$ cat src/rtl/video_pkg.sv
// video_pkg: shared timing types, 720p60 constants and blanking/total helpers.
package video_pkg;

  typedef struct packed {
    int unsigned front;
    int unsigned sync;
    int unsigned back;
    int unsigned active;
  } axis_timing_t;

  typedef struct packed {
    axis_timing_t h;
    axis_timing_t v;
  } video_timing_t;

  localparam video_timing_t TIMING_720P60 = '{
    h: '{front: 110, sync: 40, back: 220, active: 1280},
    v: '{front: 5, sync: 5, back: 20, active: 720}
  };

  function automatic int unsigned blank(axis_timing_t t);
    return t.front + t.sync + t.back;
  endfunction

  function automatic int unsigned total(axis_timing_t t);
    return blank(t) + t.active;
  endfunction

endpackage

$ cat src/rtl/video_axis_counter.sv
// video_axis_counter: one timing axis (porch/sync/porch/active) with wrap strobe.
module video_axis_counter #(
  parameter int W     = 13,
  parameter int FRONT = 110,
  parameter int SYNC  = 40,
  parameter int BLANK = 370,
  parameter int TOTAL = 1650
) (
  input  logic         clk,
  input  logic         reset,
  input  logic         adv,
  output logic [W-1:0] cnt,
  output logic         wrap,
  output logic         in_sync,
  output logic         active
);

  assign wrap    = adv && cnt == W'(TOTAL - 1);
  assign in_sync = cnt >= W'(FRONT) && cnt < W'(FRONT + SYNC);
  assign active  = cnt >= W'(BLANK);

  always_ff @(posedge clk)
    cnt <= (reset || wrap) ? '0 : adv ? cnt + W'(1) : cnt;

endmodule

$ cat src/rtl/video_timing_tx.sv
// video_timing_tx: programmable H/V video timing engine pulling pixels from a valid/ready stream.
// Define VIDEO_TX_TEST_PATTERN_EN to show colour bars instead of black while no source is locked.
module video_timing_tx
  import video_pkg::*;
#(
  parameter int COLOR_WIDTH = 8,
  parameter int HFRONT      = int'(TIMING_720P60.h.front),
  parameter int HSYNC       = int'(TIMING_720P60.h.sync),
  parameter int HBACK       = int'(TIMING_720P60.h.back),
  parameter int HACTIVE     = int'(TIMING_720P60.h.active),
  parameter int VFRONT      = int'(TIMING_720P60.v.front),
  parameter int VSYNC       = int'(TIMING_720P60.v.sync),
  parameter int VBACK       = int'(TIMING_720P60.v.back),
  parameter int VACTIVE     = int'(TIMING_720P60.v.active),
  parameter bit HS_POL      = 1'b0,
  parameter bit VS_POL      = 1'b0,
  parameter int LREQ_LEAD   = 10,
  parameter int CNT_WIDTH   = 13
) (
  input  logic                     clk,
  input  logic                     reset,
  input  logic                     enable_i,
  input  logic                     pix_valid_i,
  input  logic [3*COLOR_WIDTH-1:0] pix_data_i,
  output logic                     pix_ready_o,
  output logic                     line_request_o,
  output logic                     sof_o,
  output logic                     data_enable,
  output logic                     hsync,
  output logic                     vsync,
  output logic [COLOR_WIDTH-1:0]   data_r,
  output logic [COLOR_WIDTH-1:0]   data_g,
  output logic [COLOR_WIDTH-1:0]   data_b,
  output logic                     underflow_o
);

  localparam axis_timing_t HT = '{HFRONT, HSYNC, HBACK, HACTIVE};
  localparam axis_timing_t VT = '{VFRONT, VSYNC, VBACK, VACTIVE};
  localparam int HBLANK = int'(blank(HT));
  localparam int HTOTAL = int'(total(HT));
  localparam int VBLANK = int'(blank(VT));
  localparam int VTOTAL = int'(total(VT));

  typedef struct packed {
    logic [COLOR_WIDTH-1:0] b;
    logic [COLOR_WIDTH-1:0] g;
    logic [COLOR_WIDTH-1:0] r;
  } rgb_t;

  logic [CNT_WIDTH-1:0] h_cnt, v_cnt;
  logic h_wrap, v_wrap, h_sync, v_sync, h_act, v_act;
  logic lock, origin, active_c, lreq_c;
  rgb_t bar_c, nxt, pix_q;

  video_axis_counter #(
    .W(CNT_WIDTH), .FRONT(HFRONT), .SYNC(HSYNC), .BLANK(HBLANK), .TOTAL(HTOTAL)
  ) h_axis (
    .clk, .reset, .adv(1'b1), .cnt(h_cnt), .wrap(h_wrap), .in_sync(h_sync), .active(h_act)
  );

  video_axis_counter #(
    .W(CNT_WIDTH), .FRONT(VFRONT), .SYNC(VSYNC), .BLANK(VBLANK), .TOTAL(VTOTAL)
  ) v_axis (
    .clk, .reset, .adv(h_wrap), .cnt(v_cnt), .wrap(v_wrap), .in_sync(v_sync), .active(v_act)
  );

  assign active_c    = h_act && v_act;
  assign pix_ready_o = active_c && lock;
  assign lreq_c      = lock && h_cnt == CNT_WIDTH'(HBLANK - LREQ_LEAD) &&
                       v_cnt >= CNT_WIDTH'(VBLANK - 1) && v_cnt <= CNT_WIDTH'(VTOTAL - 2);

`ifdef VIDEO_TX_TEST_PATTERN_EN
  localparam logic [COLOR_WIDTH-1:0] FS = '1;
  localparam logic [COLOR_WIDTH-1:0] ZR = '0;
  logic [CNT_WIDTH-1:0] hx;
  assign hx    = h_cnt - CNT_WIDTH'(HBLANK);
  assign bar_c = hx < CNT_WIDTH'(HACTIVE / 4)     ? rgb_t'{b: ZR, g: ZR, r: FS} :
                 hx < CNT_WIDTH'(HACTIVE / 2)     ? rgb_t'{b: ZR, g: FS, r: ZR} :
                 hx < CNT_WIDTH'(3 * HACTIVE / 4) ? rgb_t'{b: FS, g: ZR, r: ZR} :
                                                    rgb_t'{b: FS, g: FS, r: FS};
`else
  assign bar_c = '0;
`endif

  always_comb begin
    nxt = '0;
    if (active_c) nxt = lock ? (pix_valid_i ? rgb_t'(pix_data_i) : rgb_t'('0)) : bar_c;
  end

  // origin marks the cycle in which both counters sit at 0 (after reset or a frame wrap)
  always_ff @(posedge clk) begin
    if (reset) begin
      origin         <= 1'b1;
      lock           <= 1'b0;
      sof_o          <= 1'b0;
      line_request_o <= 1'b0;
      underflow_o    <= 1'b0;
      data_enable    <= 1'b0;
      hsync          <= ~HS_POL;
      vsync          <= ~VS_POL;
      pix_q          <= '0;
    end else begin
      origin         <= v_wrap;
      lock           <= origin ? enable_i : lock;
      sof_o          <= origin;
      line_request_o <= lreq_c;
      underflow_o    <= !origin && (underflow_o || (pix_ready_o && !pix_valid_i));
      data_enable    <= active_c;
      hsync          <= h_sync ? HS_POL : ~HS_POL;
      vsync          <= v_sync ? VS_POL : ~VS_POL;
      pix_q          <= nxt;
    end
  end

  assign data_r = pix_q.r;
  assign data_g = pix_q.g;
  assign data_b = pix_q.b;

endmodule

$ cat config.mk
export PLATFORM = sky130hd
export DESIGN_NAME = video_timing_tx
export DESIGN_NICKNAME = d
export VERILOG_FILES = /design/src/rtl/video_pkg.sv /design/src/rtl/video_axis_counter.sv /design/src/rtl/video_timing_tx.sv
export SDC_FILE = /design/constraint.sdc
export NUM_CORES = 1
export LEC_CHECK = 0
export CAP_MARGIN = 20
export CORE_UTILIZATION = 49
export CTS_CLUSTER_SIZE = 14
export DETAILED_ROUTE_END_ITERATION = 16
export GPL_ROUTABILITY_DRIVEN = 0
export PLACE_DENSITY = 0.79
export SYNTH_ARGS = -nofsm -noshare
export SYNTH_HDL_FRONTEND = slang
export SYNTH_SLANG_ARGS = --single-unit
export TNS_END_PERCENT = 20
$ cat constraint.sdc
create_clock -name clk -period 2.5 [get_ports clk]
set_clock_uncertainty 0.05 [all_clocks]
set_input_delay 0.5 -clock clk [delete_from_list [all_inputs] [get_ports clk]]
set_output_delay 0.5 -clock clk [all_outputs]
set_load 0.05 [all_outputs]
==> flow_summary.html, run 1 <==
<table>
<tr><th>Metric</th><th>Value</th></tr>
<tr><th colspan="2">Critical path</th></tr>
<tr><td>Crit path max-delay cell type</td><td>or4_4</td></tr>
<tr><td>Critical path buffers and inverters</td><td>1</td></tr>
<tr><td>Class of the most critical setup path</td><td>flop to output pin</td></tr>
<tr><td>Gate family responsible for the most delay along the worst path</td><td>simple AND/OR/NAND/NOR gates</td></tr>
<tr><td>Crit-path max cell delay</td><td>0.56 ns</td></tr>
<tr><td>CP Launch Type</td><td>flop</td></tr>
<tr><td>Sequence of cells on the critical path</td><td>or4_4 -&gt; nand2b_4 -&gt; o221a_4 -&gt; buf_6</td></tr>
<tr><td>Worst Path Required</td><td>1.95 ns</td></tr>
<tr><td>Type of destination of the critical path</td><td>output pin</td></tr>
<tr><td>Reg2reg path depth</td><td>6</td></tr>
<tr><td>CP max FO</td><td>5</td></tr>
<tr><td>Crit Reg-Reg Endpoint</td><td>v_axis.cnt[9]</td></tr>
<tr><td>CP Data Arrival Time</td><td>1.85 ns</td></tr>
<tr><td>Worst reg-to-reg setup slack</td><td>0.14 ns</td></tr>
<tr><td>Reg2Reg Launch Point</td><td>h_axis.cnt[1]</td></tr>
<tr><th colspan="2">Floorplan</th></tr>
<tr><td>Area of the die</td><td>5210 um^2</td></tr>
<tr><td>Placeable core region</td><td>4720 um^2</td></tr>
<tr><td>Starting Density</td><td>51.1%</td></tr>
<tr><td>Height of the chip</td><td>72.2 um</td></tr>
<tr><td>Die Width</td><td>72.2 um</td></tr>
<tr><td>Count of boundary I/O pins</td><td>59</td></tr>
<tr><td>Floorplan row count</td><td>25</td></tr>
<tr><th colspan="2">Place</th></tr>
<tr><td>Number of buffer cells added on primary ports</td><td>58</td></tr>
<tr><td>Post-detail-place hpwl</td><td>3.81 mm</td></tr>
<tr><td>Placed Instances</td><td>between 300 and 400</td></tr>
<tr><td>Worst slack at placement</td><td>0.0896 ns</td></tr>
<tr><th colspan="2">Clocking</th></tr>
<tr><td>TritonCTS clock tree</td><td>done</td></tr>
<tr><td>TritonCTS Sinks</td><td>58</td></tr>
<tr><td>Setup Buffers After CTS</td><td>0</td></tr>
<tr><td>Reg clk slew, reported paths</td><td>approximately 0.070 ns</td></tr>
<tr><td>Number of H-tree branching levels</td><td>3</td></tr>
<tr><td>Clock tree root driver cell</td><td>clkbuf_8</td></tr>
<tr><td>TritonCTS buffer count</td><td>9</td></tr>
<tr><td>Maximum clock path buffer count</td><td>2</td></tr>
<tr><td>Clock latency of the later-clocked register in the worst-skew pair</td><td>0.34 ns</td></tr>
<tr><th colspan="2">Synthesis</th></tr>
<tr><td>Top flip-flop cell by instance count after synthesis</td><td>dfxtp_1</td></tr>
<tr><td>Area share of the leading cell type in the synthesized netlist</td><td>about half</td></tr>
<tr><td>Count of flip-flops with a built-in enable after synthesis</td><td>0</td></tr>
<tr><td>Number of warning messages in the yosys log</td><td>0</td></tr>
<tr><td>Number of distinct library cells after synthesis</td><td>45</td></tr>
<tr><td>Post-synthesis instance total</td><td>258</td></tr>
<tr><td>Yosys reg bits</td><td>a little under 60</td></tr>
<tr><td>Average instance area after synthesis</td><td>9.36 um^2</td></tr>
<tr><td>Area leader, netlist</td><td>dfxtp_1</td></tr>
<tr><td>Leading cell type by number of instances after synthesis</td><td>dfxtp_1</td></tr>
<tr><td>Cell area after technology mapping</td><td>2410 um^2</td></tr>
<tr><td>Post-synth ARST share</td><td>0%</td></tr>
<tr><td>Number of nets in the synthesized netlist</td><td>293</td></tr>
<tr><td>Share of synthesized area occupied by flip-flops and latches</td><td>roughly 48%</td></tr>
<tr><td>Ranking of synthesized cells by instance count</td><td>58 x dfxtp_1, 26 x and3_1, 22 x nor2_1</td></tr>
<tr><td>Main area contributors after synthesis</td><td>dfxtp_1 48%, and3_1 6.7%, ha_1 3.6%, nor2_1 3.4%, xnor2_1 2.9%</td></tr>
<tr><th colspan="2">STA</th></tr>
<tr><td>Max Clk Rate</td><td>416 MHz</td></tr>
<tr><td>Final period demand of the worst path</td><td>2.40 ns</td></tr>
<tr><td>Accumulated negative setup slack</td><td>0 ns</td></tr>
<tr><td>Setup repair after global routing missed its margin</td><td>no</td></tr>
<tr><td>Relative slew margins</td><td>64.1%</td></tr>
<tr><td>Actual slew at the worst max-slew pin</td><td>0.537 ns</td></tr>
<tr><td>Max Transition Viols Final</td><td>0</td></tr>
<tr><td>Final Hold Viols</td><td>0</td></tr>
<tr><td>Worst hold-check slack</td><td>about 0.44 ns</td></tr>
<tr><td>Final Cycle Share</td><td>96.1%</td></tr>
<tr><td>Final setup violation count</td><td>0</td></tr>
<tr><td>PnR worst setup slack</td><td>between 0.09 and 0.1 ns</td></tr>
<tr><th colspan="2">Global routing</th></tr>
<tr><td>GR Util All Layers</td><td>22.4%</td></tr>
<tr><td>Via count of the first global-routing pass</td><td>1,880</td></tr>
<tr><td>Grt total ovfl</td><td>0</td></tr>
<tr><td>Number of antenna violations at the first check in global routing</td><td>0</td></tr>
<tr><td>Maximum number of pins on one net before global-route repair</td><td>25</td></tr>
<tr><td>Global-route wire length before repair</td><td>8.77 mm</td></tr>
<tr><th colspan="2">Drt</th></tr>
<tr><td>Number of vias in the routed layout</td><td>2,091</td></tr>
<tr><td>Final WL</td><td>approximately 5.6 mm</td></tr>
<tr><td>DRC</td><td>0</td></tr>
<tr><td>Initial DRC count</td><td>84</td></tr>
<tr><td>Number of optimization iterations in the first detailed-route pass</td><td>4</td></tr>
<tr><td>Number of vias per cell after detailed routing</td><td>5.31</td></tr>
<tr><td>Number of nets with antenna violations after detailed routing</td><td>0</td></tr>
<tr><td>WL per Instance</td><td>about 14 um</td></tr>
<tr><th colspan="2">Finish</th></tr>
<tr><td>Number of standard cells in the layout, taps in and fillers out</td><td>394</td></tr>
<tr><td>Ratio of cells with drive above 1 in the final layout</td><td>12.2%</td></tr>
<tr><td>Area growth syn-to-layout</td><td>38.3%</td></tr>
<tr><td>Fill cell count</td><td>367</td></tr>
<tr><td>Ant diodes</td><td>0</td></tr>
<tr><td>Number of nets at the end of the flow</td><td>357</td></tr>
<tr><th colspan="2">Flow run</th></tr>
<tr><td>Max-cap violations</td><td>0</td></tr>
<tr><th colspan="2">Worst hold path</th></tr>
<tr><td>Hold path endpoint</td><td>underflow_o</td></tr>
<tr><td>Min-Delay Startpoint</td><td>underflow_o</td></tr>
<tr><td>Worst min-delay path category</td><td>flop to flop</td></tr>
<tr><td>Number of cells traversed by the worst hold path</td><td>2</td></tr>
<tr><th colspan="2">Power</th></tr>
<tr><td>Static power due to leakage</td><td>0.00136 uW</td></tr>
<tr><td>Power density relative to cell area</td><td>610 nW/um^2</td></tr>
<tr><td>Peak supply drop</td><td>362 uV</td></tr>
<tr><th colspan="2">Run status</th></tr>
<tr><td>Outcome</td><td>finished, final reports clean</td></tr>
</table>
registers in the layout, summed over array words and instances, names as in the netlist:
signal          cells
data_b              8
data_enable         1
data_g              8
data_r              8
h_axis.cnt         13
hsync               1
line_request_o      1
lock                1
origin              1
sof_o               1
underflow_o         1
v_axis.cnt         13
vsync               1
stage by stage:
step / area, um^2 / utilization [%] / power (uW)
2_1_floorplan: 2410 / - / 994
3_3_place_gp: 3070 / 64.9 / 1050
3_5_place_dp: 3070 / 64.9 / 1050
4_1_cts: 3310 / 70.1 / 2050
5_1_grt: 3340 / 70.7 / 2100
6_report: 3340 / 70.7 / 2040
worst min-delay path, stage by stage, from the launching register on:
cell and delay, ns:
dfxtp_1 0.32, nand2_1 0.05, o21ai_0 0.07
power breakdown:
part | total, uW | internal [uW] | switching (uW)
Clock | 1010 | 641 | 368
Combinational | 91.1 | 54.1 | 37.0
Sequential | 939 | 931 | 8.15
layer usage:
layer	wire, um	GRT usage, %	vias to the layer above
met3	300	4.72	15
li1	-	-	1055
met5	0	0	-
met2	2530	34.9	70
met1	2560	28.4	951
met4	171	14.2	0
worst max-delay path by stage:
stage | from | end | slack [ns] | depth (start not counted)
2_1_floorplan | h_axis.cnt[7] | v_axis.cnt[11] | 0.20 | 6
3_3_place_gp | h_axis.cnt[12] | v_axis.cnt[11] | 0.18 | 4
3_5_place_dp | h_axis.cnt[12] | v_axis.cnt[9] | 0.09 | 4
4_1_cts | h_axis.cnt[12] | pix_ready_o | 0.01 | 4
5_1_grt | h_axis.cnt[1] | v_axis.cnt[9] | 0.02 | 6
6_report | h_axis.cnt[12] | pix_ready_o | 0.1 | 4
kinds of logic (layout without fill, tap and decap cells):
logic type	Yosys count	count (layout)	synth area share (%)
muxes	2	2	0.829
xor gates and xnor gates	14	14	5.08
adders and majority gates	7	7	3.63
AOI/OAI and AO/OA	33	33	8.65
buffers and inverters	27	96	5.39
DFF	58	58	48.1
and+or+nand+nor	117	117	28.3
cell usage in the layout, fill, tap and decap left out, types with 2 or more instances in the layout:
cell,synthesis,layout
dfxtp_1,58,57
clkdlybuf4s50_1,0,57
and3_1,26,26
nor2_1,22,22
clkbuf_8,0,12
buf_4,5,12
a21oi_1,11,11
inv_1,10,10
nand3_1,10,10
nand4_1,9,9
nand2_1,8,8
xnor2_1,8,8
o21ai_0,7,7
ha_1,7,7
nor4_1,6,6
xor2_1,6,6
nor3_1,5,5
or4_1,7,5
or3_1,5,5
and4_1,4,4
or4_4,1,3
a211oi_1,3,3
nor2b_1,2,2
and2_1,2,2
o31ai_1,2,2
or3_2,2,2
mux2i_1,2,2
a31oi_1,2,2
bufinv_16,0,2
area by class of cell:
class / instances / area, um^2 / share of cell area (%)
sequential: 58 / 1160 / 34.8
multi-input combinational: 173 / 1150 / 34.3
timing repair buffer: 70 / 672 / 20.1
clock buffer: 12 / 165 / 4.94
tap: 67 / 83.8 / 2.51
clock inverter: 4 / 72.6 / 2.17
inverter: 10 / 37.5 / 1.12
timing repair:
action / CTS / global route
endpoints found under the hold margin: 0 / 0
gates resized for setup: 3 / 3
endpoints found under the setup margin: 1 / 3
hold buffers: 0 / 0
pin swaps: 0 / 0
Power figures use the tool's default switching activity.
==> inputs of run 2 (changes only) <==
- CORE_MARGIN: not set -> 1.5
- SLEW_MARGIN: not set -> 40
==> run 2 against run 1 <==
  * Via count decreased by 2.4%
  * Non-clock buffer count fell by 3
  * Critical path depth unchanged
  * Wire length decreased by 3.0%
  * First-iteration DRC count grew 24%
  * Clock-buffer cell count did not move
  * Combinational power fell by 2.3%
  * Sequential share of layout area is 0.95 points higher
  * Clock power is 19% lower
  * Core utilization shrank 1.9 points
  * Setup slack worse by 0.019 ns
  * Die area is 2.8% higher
  * Critical path type unchanged
==> flow_summary.html, run 2 (synthesis gave the netlist of run 1 again) <==
<table>
<tr><th>Metric</th><th>Value</th></tr>
<tr><th colspan="2">Drt</th></tr>
<tr><td>Number of vias per cell after detailed routing</td><td>roughly 5.2</td></tr>
<tr><td>DRC</td><td>0</td></tr>
<tr><td>Number of vias in the routed layout</td><td>2,041</td></tr>
<tr><td>WL per Instance</td><td>between 10 and 15 um</td></tr>
<tr><td>Number of nets with antenna violations after detailed routing</td><td>0</td></tr>
<tr><td>Final WL</td><td>5.39 mm</td></tr>
<tr><td>Initial DRC count</td><td>104</td></tr>
<tr><td>Number of optimization iterations in the first detailed-route pass</td><td>4</td></tr>
<tr><th colspan="2">STA</th></tr>
<tr><td>Accumulated negative setup slack</td><td>0 ns</td></tr>
<tr><td>Relative slew margins</td><td>about 53%</td></tr>
<tr><td>Actual slew at the worst max-slew pin</td><td>0.704 ns</td></tr>
<tr><td>Setup repair after global routing missed its margin</td><td>no</td></tr>
<tr><td>Final setup violation count</td><td>0</td></tr>
<tr><td>Max Transition Viols Final</td><td>0</td></tr>
<tr><td>Max Clk Rate</td><td>around 410 MHz</td></tr>
<tr><td>Final Cycle Share</td><td>96.9%</td></tr>
<tr><td>PnR worst setup slack</td><td>between 0.07 and 0.08 ns</td></tr>
<tr><td>Final Hold Viols</td><td>0</td></tr>
<tr><td>Final period demand of the worst path</td><td>approximately 2.4 ns</td></tr>
<tr><th colspan="2">Place</th></tr>
<tr><td>Number of buffer cells added on primary ports</td><td>just under 60</td></tr>
<tr><td>Worst slack at placement</td><td>0.143 ns</td></tr>
<tr><td>Area after DPL</td><td>3050 um^2</td></tr>
<tr><td>Post-detail-place hpwl</td><td>3.80 mm</td></tr>
<tr><th colspan="2">Finish</th></tr>
<tr><td>Most frequent cells in the layout</td><td>57 x dfxtp_1, 57 x clkdlybuf4s50_1, 26 x and3_1</td></tr>
<tr><td>Area growth syn-to-layout</td><td>34.7%</td></tr>
<tr><td>Number of nets at the end of the flow</td><td>354</td></tr>
<tr><td>Registers with the highest flip-flop counts</td><td>h_axis.cnt (13), v_axis.cnt (13)</td></tr>
<tr><td>Fill cell count</td><td>392</td></tr>
<tr><td>Post-route cell area</td><td>3250 um^2</td></tr>
<tr><td>Multi-input gate area</td><td>between 1000 and 1500 um^2</td></tr>
<tr><td>Ratio of cells with drive above 1 in the final layout</td><td>10.5%</td></tr>
<tr><td>Utilization after layout</td><td>about 69%</td></tr>
<tr><td>Ant diodes</td><td>0</td></tr>
<tr><td>Sequential cell area in the final layout</td><td>approximately 1200 um^2</td></tr>
<tr><th colspan="2">Floorplan</th></tr>
<tr><td>Die Width</td><td>73.2 um</td></tr>
<tr><td>Count of boundary I/O pins</td><td>slightly below 60</td></tr>
<tr><td>Starting Density</td><td>51.1%</td></tr>
<tr><td>Floorplan row count</td><td>25</td></tr>
<tr><td>Height of the chip</td><td>73.2 um</td></tr>
<tr><td>Area of the die</td><td>5360 um^2</td></tr>
<tr><td>Placeable core region</td><td>4720 um^2</td></tr>
<tr><th colspan="2">Clocking</th></tr>
<tr><td>Number of H-tree branching levels</td><td>3</td></tr>
<tr><td>Clock latency of the later-clocked register in the worst-skew pair</td><td>~0.33 ns</td></tr>
<tr><td>TritonCTS clock tree</td><td>done</td></tr>
<tr><td>Reg clk slew, reported paths</td><td>0.06 ns</td></tr>
<tr><td>Clock tree root driver cell</td><td>clkbuf_8</td></tr>
<tr><td>TritonCTS Sinks</td><td>58</td></tr>
<tr><td>TritonCTS buffer count</td><td>9</td></tr>
<tr><td>Quantity of hold-fixing buffers added after cts</td><td>0</td></tr>
<tr><td>Maximum clock path buffer count</td><td>2</td></tr>
<tr><th colspan="2">Global routing</th></tr>
<tr><td>Via count of the first global-routing pass</td><td>1,805</td></tr>
<tr><td>GR Util All Layers</td><td>about a fifth</td></tr>
<tr><td>Global-route wire length before repair</td><td>roughly 8.7 mm</td></tr>
<tr><td>Met2 Resource Use GR</td><td>31.1%</td></tr>
<tr><td>Busiest layer in global routing</td><td>met2</td></tr>
<tr><td>Met1 routing resource usage after global routing</td><td>between 20% and 30%</td></tr>
<tr><td>Grt total ovfl</td><td>0</td></tr>
<tr><td>Number of antenna violations at the first check in global routing</td><td>0</td></tr>
<tr><td>Met3 Track Usage GR</td><td>between 7 and 8%</td></tr>
<tr><td>Maximum number of pins on one net before global-route repair</td><td>25</td></tr>
<tr><th colspan="2">Worst hold path</th></tr>
<tr><td>Worst min-delay path category</td><td>flop to flop</td></tr>
<tr><th colspan="2">Power</th></tr>
<tr><td>Power density relative to cell area</td><td>approximately 570 nW/um^2</td></tr>
<tr><td>Peak supply drop</td><td>around 280 uV</td></tr>
<tr><td>Static power due to leakage</td><td>between 0.001 and 0.0015 uW</td></tr>
<tr><td>Design Power</td><td>around 1800 uW</td></tr>
<tr><th colspan="2">Critical path</th></tr>
<tr><td>Class of the most critical setup path</td><td>flop to output pin</td></tr>
<tr><td>CP max FO</td><td>4</td></tr>
<tr><td>CP Launch Type</td><td>flop</td></tr>
<tr><td>Worst Path Required</td><td>1.95 ns</td></tr>
<tr><td>Type of destination of the critical path</td><td>output pin</td></tr>
<tr><td>CP Data Arrival Time</td><td>about 1.9 ns</td></tr>
<tr><th colspan="2">Flow run</th></tr>
<tr><td>Max-cap violations</td><td>0</td></tr>
<tr><th colspan="2">Run status</th></tr>
<tr><td>Outcome</td><td>finished, final reports clean</td></tr>
</table>
-- run 2: per-layer routing --
metal	vias up	wire (um)
li1	1046	-
met1	939	2500
met2	49	2500
met3	7	324
met4	0	64
met5	-	0
-- run 2: final timing paths --
| path | slack [ns] | end | start | cells past startpoint |
|---|---|---|---|---|
| worst max-delay path | 0.08 | pix_ready_o | h_axis.cnt[12] | 4 |
| worst max register to register | 0.20 | v_axis.cnt[9] | h_axis.cnt[12] | 4 |
| worst min register to register | 0.40 | underflow_o | underflow_o | 2 |
| worst min-delay path | 0.40 | underflow_o | underflow_o | 2 |
-- run 2: area by class of cell --
type,count,share of cell area (%)
Timing Repair Buffer,67,20.0
Tap cell,67,2.58
Clock buffer,12,4.46
Sequential cell,58,35.7
Multi-Input combinational cell,173,34.9
Clock inverter,3,1.23
Inverter,10,1.15
-- run 2: critical path: stages, from the launching register on --
cell      delay (ns)
dfxtp_1         0.34
or4_4           0.56
nand2b_1        0.18
o221a_2         0.30
buf_6           0.16
-- run 2: through the flow --
| stage | cells | hold WS [ns] |
|---|---|---|
| after floorplan | 258 | 0.406 |
| after global placement | 375 | 0.391 |
| after detailed placement | 375 | 0.392 |
| after CTS | 390 | 0.406 |
| after global routing | 390 | 0.462 |
| final | 390 | 0.402 |
-- run 2: timing repair --
item	4_1_cts	5_1_grt
resized for setup	2	2
buffers inserted	0	0
endpoints found under the setup margin	1	2
-- run 2: power breakdown --
group | total, uW | leakage, uW | internal (uW) | switching (uW)
logic | 89.0 | 0.000740 | 53.3 | 35.7
registers | 939 | 0.000469 | 931 | 7.96
clock network | 817 | 0.0000962 | 479 | 338
total | 1840 | 0.00130 | 1460 | 381
==> inputs of run 3 (changes only) <==
- CORE_UTILIZATION: 49 -> 52
- PLACE_DENSITY: 0.79 -> 0.83
- SETUP_SLACK_MARGIN: not set -> 0.2
- clock period: 2.5 -> 3 ns (I/O delays scaled with it)
==> run 3 against run 2 <==
  * Clock-buffer cell count is 1 lower
  * Sequential power decreased by 16%
  * Register-to-register slack improved by 0.27 ns
  * Power fell by 2.0%
  * Flip-flop and latch count unchanged
  * Die area decreased by 5.5%
  * Sequential share of layout area is 0.30 points lower
  * Clock power increased by 17%
  * Critical path type unchanged
  * Largest cell class unchanged
  * Core utilization up 5.4 points
  * First-iteration DRC count grew 5.8%
  * Combinational power is 20% lower
  * Final area up 0.73%
==> flow_summary.html, run 3 (synthesis gave the netlist of run 1 again) <==
<table>
<tr><th>Metric</th><th>Value</th></tr>
<tr><th colspan="2">STA</th></tr>
<tr><td>Max Clk Rate</td><td>around 370 MHz</td></tr>
<tr><td>Final Hold Viols</td><td>0</td></tr>
<tr><td>Worst hold-check slack</td><td>0.407 ns</td></tr>
<tr><td>Final period demand of the worst path</td><td>2.69 ns</td></tr>
<tr><td>Final setup violation count</td><td>0</td></tr>
<tr><td>Relative slew margins</td><td>54.9%</td></tr>
<tr><td>Actual slew at the worst max-slew pin</td><td>roughly 0.67 ns</td></tr>
<tr><td>Final Cycle Share</td><td>89.7%</td></tr>
<tr><td>Setup repair after global routing missed its margin</td><td>no</td></tr>
<tr><td>Accumulated negative setup slack</td><td>0 ns</td></tr>
<tr><td>Max Transition Viols Final</td><td>0</td></tr>
<tr><th colspan="2">Clocking</th></tr>
<tr><td>Clock latency of the later-clocked register in the worst-skew pair</td><td>0.33 ns</td></tr>
<tr><td>TritonCTS clock tree</td><td>done</td></tr>
<tr><td>TritonCTS buffer count</td><td>9</td></tr>
<tr><td>Reg clk slew, reported paths</td><td>about 0.060 ns</td></tr>
<tr><td>Quantity of hold-fixing buffers added after cts</td><td>0</td></tr>
<tr><td>Maximum clock path buffer count</td><td>2</td></tr>
<tr><td>Setup Buffers After CTS</td><td>0</td></tr>
<tr><td>Clock tree root driver cell</td><td>clkbuf_8</td></tr>
<tr><td>TritonCTS Sinks</td><td>a little under 60</td></tr>
<tr><td>Number of H-tree branching levels</td><td>3</td></tr>
<tr><th colspan="2">Power</th></tr>
<tr><td>Power density relative to cell area</td><td>552 nW/um^2</td></tr>
<tr><td>Peak supply drop</td><td>354 uV</td></tr>
<tr><td>Static power due to leakage</td><td>0.00133 uW</td></tr>
<tr><td>Design Power</td><td>1810 uW</td></tr>
<tr><th colspan="2">Drt</th></tr>
<tr><td>Number of vias in the routed layout</td><td>~2,100</td></tr>
<tr><td>WL per Instance</td><td>14.8 um</td></tr>
<tr><td>Initial DRC count</td><td>110</td></tr>
<tr><td>Number of vias per cell after detailed routing</td><td>5.72</td></tr>
<tr><td>Final WL</td><td>about 5.5 mm</td></tr>
<tr><td>Number of optimization iterations in the first detailed-route pass</td><td>4</td></tr>
<tr><td>Number of nets with antenna violations after detailed routing</td><td>0</td></tr>
<tr><td>DRC</td><td>0</td></tr>
<tr><th colspan="2">Floorplan</th></tr>
<tr><td>Floorplan row count</td><td>24</td></tr>
<tr><td>Starting Density</td><td>54.7%</td></tr>
<tr><td>Die Width</td><td>roughly 71 um</td></tr>
<tr><td>Count of boundary I/O pins</td><td>59</td></tr>
<tr><td>Area of the die</td><td>5060 um^2</td></tr>
<tr><td>Placeable core region</td><td>around 4400 um^2</td></tr>
<tr><td>Height of the chip</td><td>approximately 70 um</td></tr>
<tr><th colspan="2">Global routing</th></tr>
<tr><td>Via count of the first global-routing pass</td><td>a little under 2,000</td></tr>
<tr><td>GR Util All Layers</td><td>23.0%</td></tr>
<tr><td>Number of antenna violations at the first check in global routing</td><td>0</td></tr>
<tr><td>Grt total ovfl</td><td>0</td></tr>
<tr><td>Global-route wire length before repair</td><td>9.12 mm</td></tr>
<tr><td>Maximum number of pins on one net before global-route repair</td><td>26</td></tr>
<tr><th colspan="2">Finish</th></tr>
<tr><td>Area growth syn-to-layout</td><td>35.6%</td></tr>
<tr><td>Number of nets at the end of the flow</td><td>348</td></tr>
<tr><td>Registers with the highest flip-flop counts</td><td>h_axis.cnt (13), v_axis.cnt (13)</td></tr>
<tr><td>Most frequent standard cell in the layout excluding fill and tap cells</td><td>dfxtp_1</td></tr>
<tr><td>Most frequent cells in the layout</td><td>58 x dfxtp_1, 57 x clkdlybuf4s50_1, 26 x and3_1</td></tr>
<tr><td>Ant diodes</td><td>0</td></tr>
<tr><td>Ratio of cells with drive above 1 in the final layout</td><td>9.12%</td></tr>
<tr><td>Fill cell count</td><td>326</td></tr>
<tr><th colspan="2">Critical path</th></tr>
<tr><td>Crit path max-delay cell type</td><td>or4_4</td></tr>
<tr><td>Critical path buffers and inverters</td><td>1</td></tr>
<tr><td>Class of the most critical setup path</td><td>flop to output pin</td></tr>
<tr><td>Gate family responsible for the most delay along the worst path</td><td>simple AND/OR/NAND/NOR gates</td></tr>
<tr><td>Crit-path max cell delay</td><td>0.55 ns</td></tr>
<tr><td>Worst Path Required</td><td>2.35 ns</td></tr>
<tr><td>Type of destination of the critical path</td><td>output pin</td></tr>
<tr><td>Sequence of cells on the critical path</td><td>or4_4 -&gt; nand2b_2 -&gt; o221a_4 -&gt; buf_4</td></tr>
<tr><td>CP max FO</td><td>13</td></tr>
<tr><td>CP Data Arrival Time</td><td>around 2.0 ns</td></tr>
<tr><td>CP Launch Type</td><td>flop</td></tr>
<tr><th colspan="2">Worst hold path</th></tr>
<tr><td>Worst min-delay path category</td><td>flop to flop</td></tr>
<tr><th colspan="2">Place</th></tr>
<tr><td>Post-detail-place hpwl</td><td>3.62 mm</td></tr>
<tr><td>Number of buffer cells added on primary ports</td><td>58</td></tr>
<tr><th colspan="2">Flow run</th></tr>
<tr><td>Max-cap violations</td><td>0</td></tr>
<tr><th colspan="2">Run status</th></tr>
<tr><td>Outcome</td><td>finished, final reports clean</td></tr>
</table>
run 3: cell types whose count changed in the layout (fill, tap and decap cells not counted), sizes merged:
cell and change:
clkbuf -1, bufinv +3, clkinv -1, buf -7, o221a +1
run 3: where the power goes:
group,switching (uW),leakage (uW),internal [uW]
clock,294,0.000134,657
combinational,28.0,0.000728,43.5
sequential,9.68,0.000469,776
run 3: worst reg2reg max path, cell delays in order (launching register included):
cell and delay, ns:
dfxtp_1 0.42, or4_4 0.61, or4_1 0.67, or4_1 0.57
a21oi_1 0.15
run 3: final timing paths:
path                            depth (start not counted)           from              to  slack (ns)
worst max register to register                          4  h_axis.cnt[2]  v_axis.cnt[11]        0.47
worst min register to register                          2    underflow_o     underflow_o        0.41
worst min-delay path                                    2    underflow_o     underflow_o        0.41
worst max-delay path                                    4  h_axis.cnt[9]     pix_ready_o        0.31
run 3: what timing repair did:
action / in CTS / in global routing
setup endpoints to repair: 1 / 1
pin swaps: 0 / 1
resized for setup: 1 / 2
gates cloned: 0 / 1
run 3: final cells by class:
cell class	instances	area (um^2)	area share, %
Multi-Input combinational cell	174	1150	35.2
Inverter	10	37.5	1.15
Timing Repair Buffer	60	593	18.1
Clock inverter	5	125	3.82
Clock buffer	11	141	4.32
Sequential cell	58	1160	35.4
Tap cell	52	65.1	1.99
run 3: routing by layer:
metal  wire length (um)  global-route usage [%]  vias up
met5                  0                       0        -
met4                 71                    8.39        0
met3                380                    7.98        9
met2               2470                    35.2       79
met1               2560                    30.2      987
li1                   -                       -     1042
run 3: metrics by stage:
stage	std cells	cell area (um^2)	utilization [%]	setup slack [ns]
floorplan	258	2410	-	0.677
global placement	353	2980	67.5	0.578
detailed placement	353	2980	67.6	0.539
CTS	369	3260	73.8	0.271
global route	370	3280	74.2	0.226
finish	370	3280	74.2	0.308
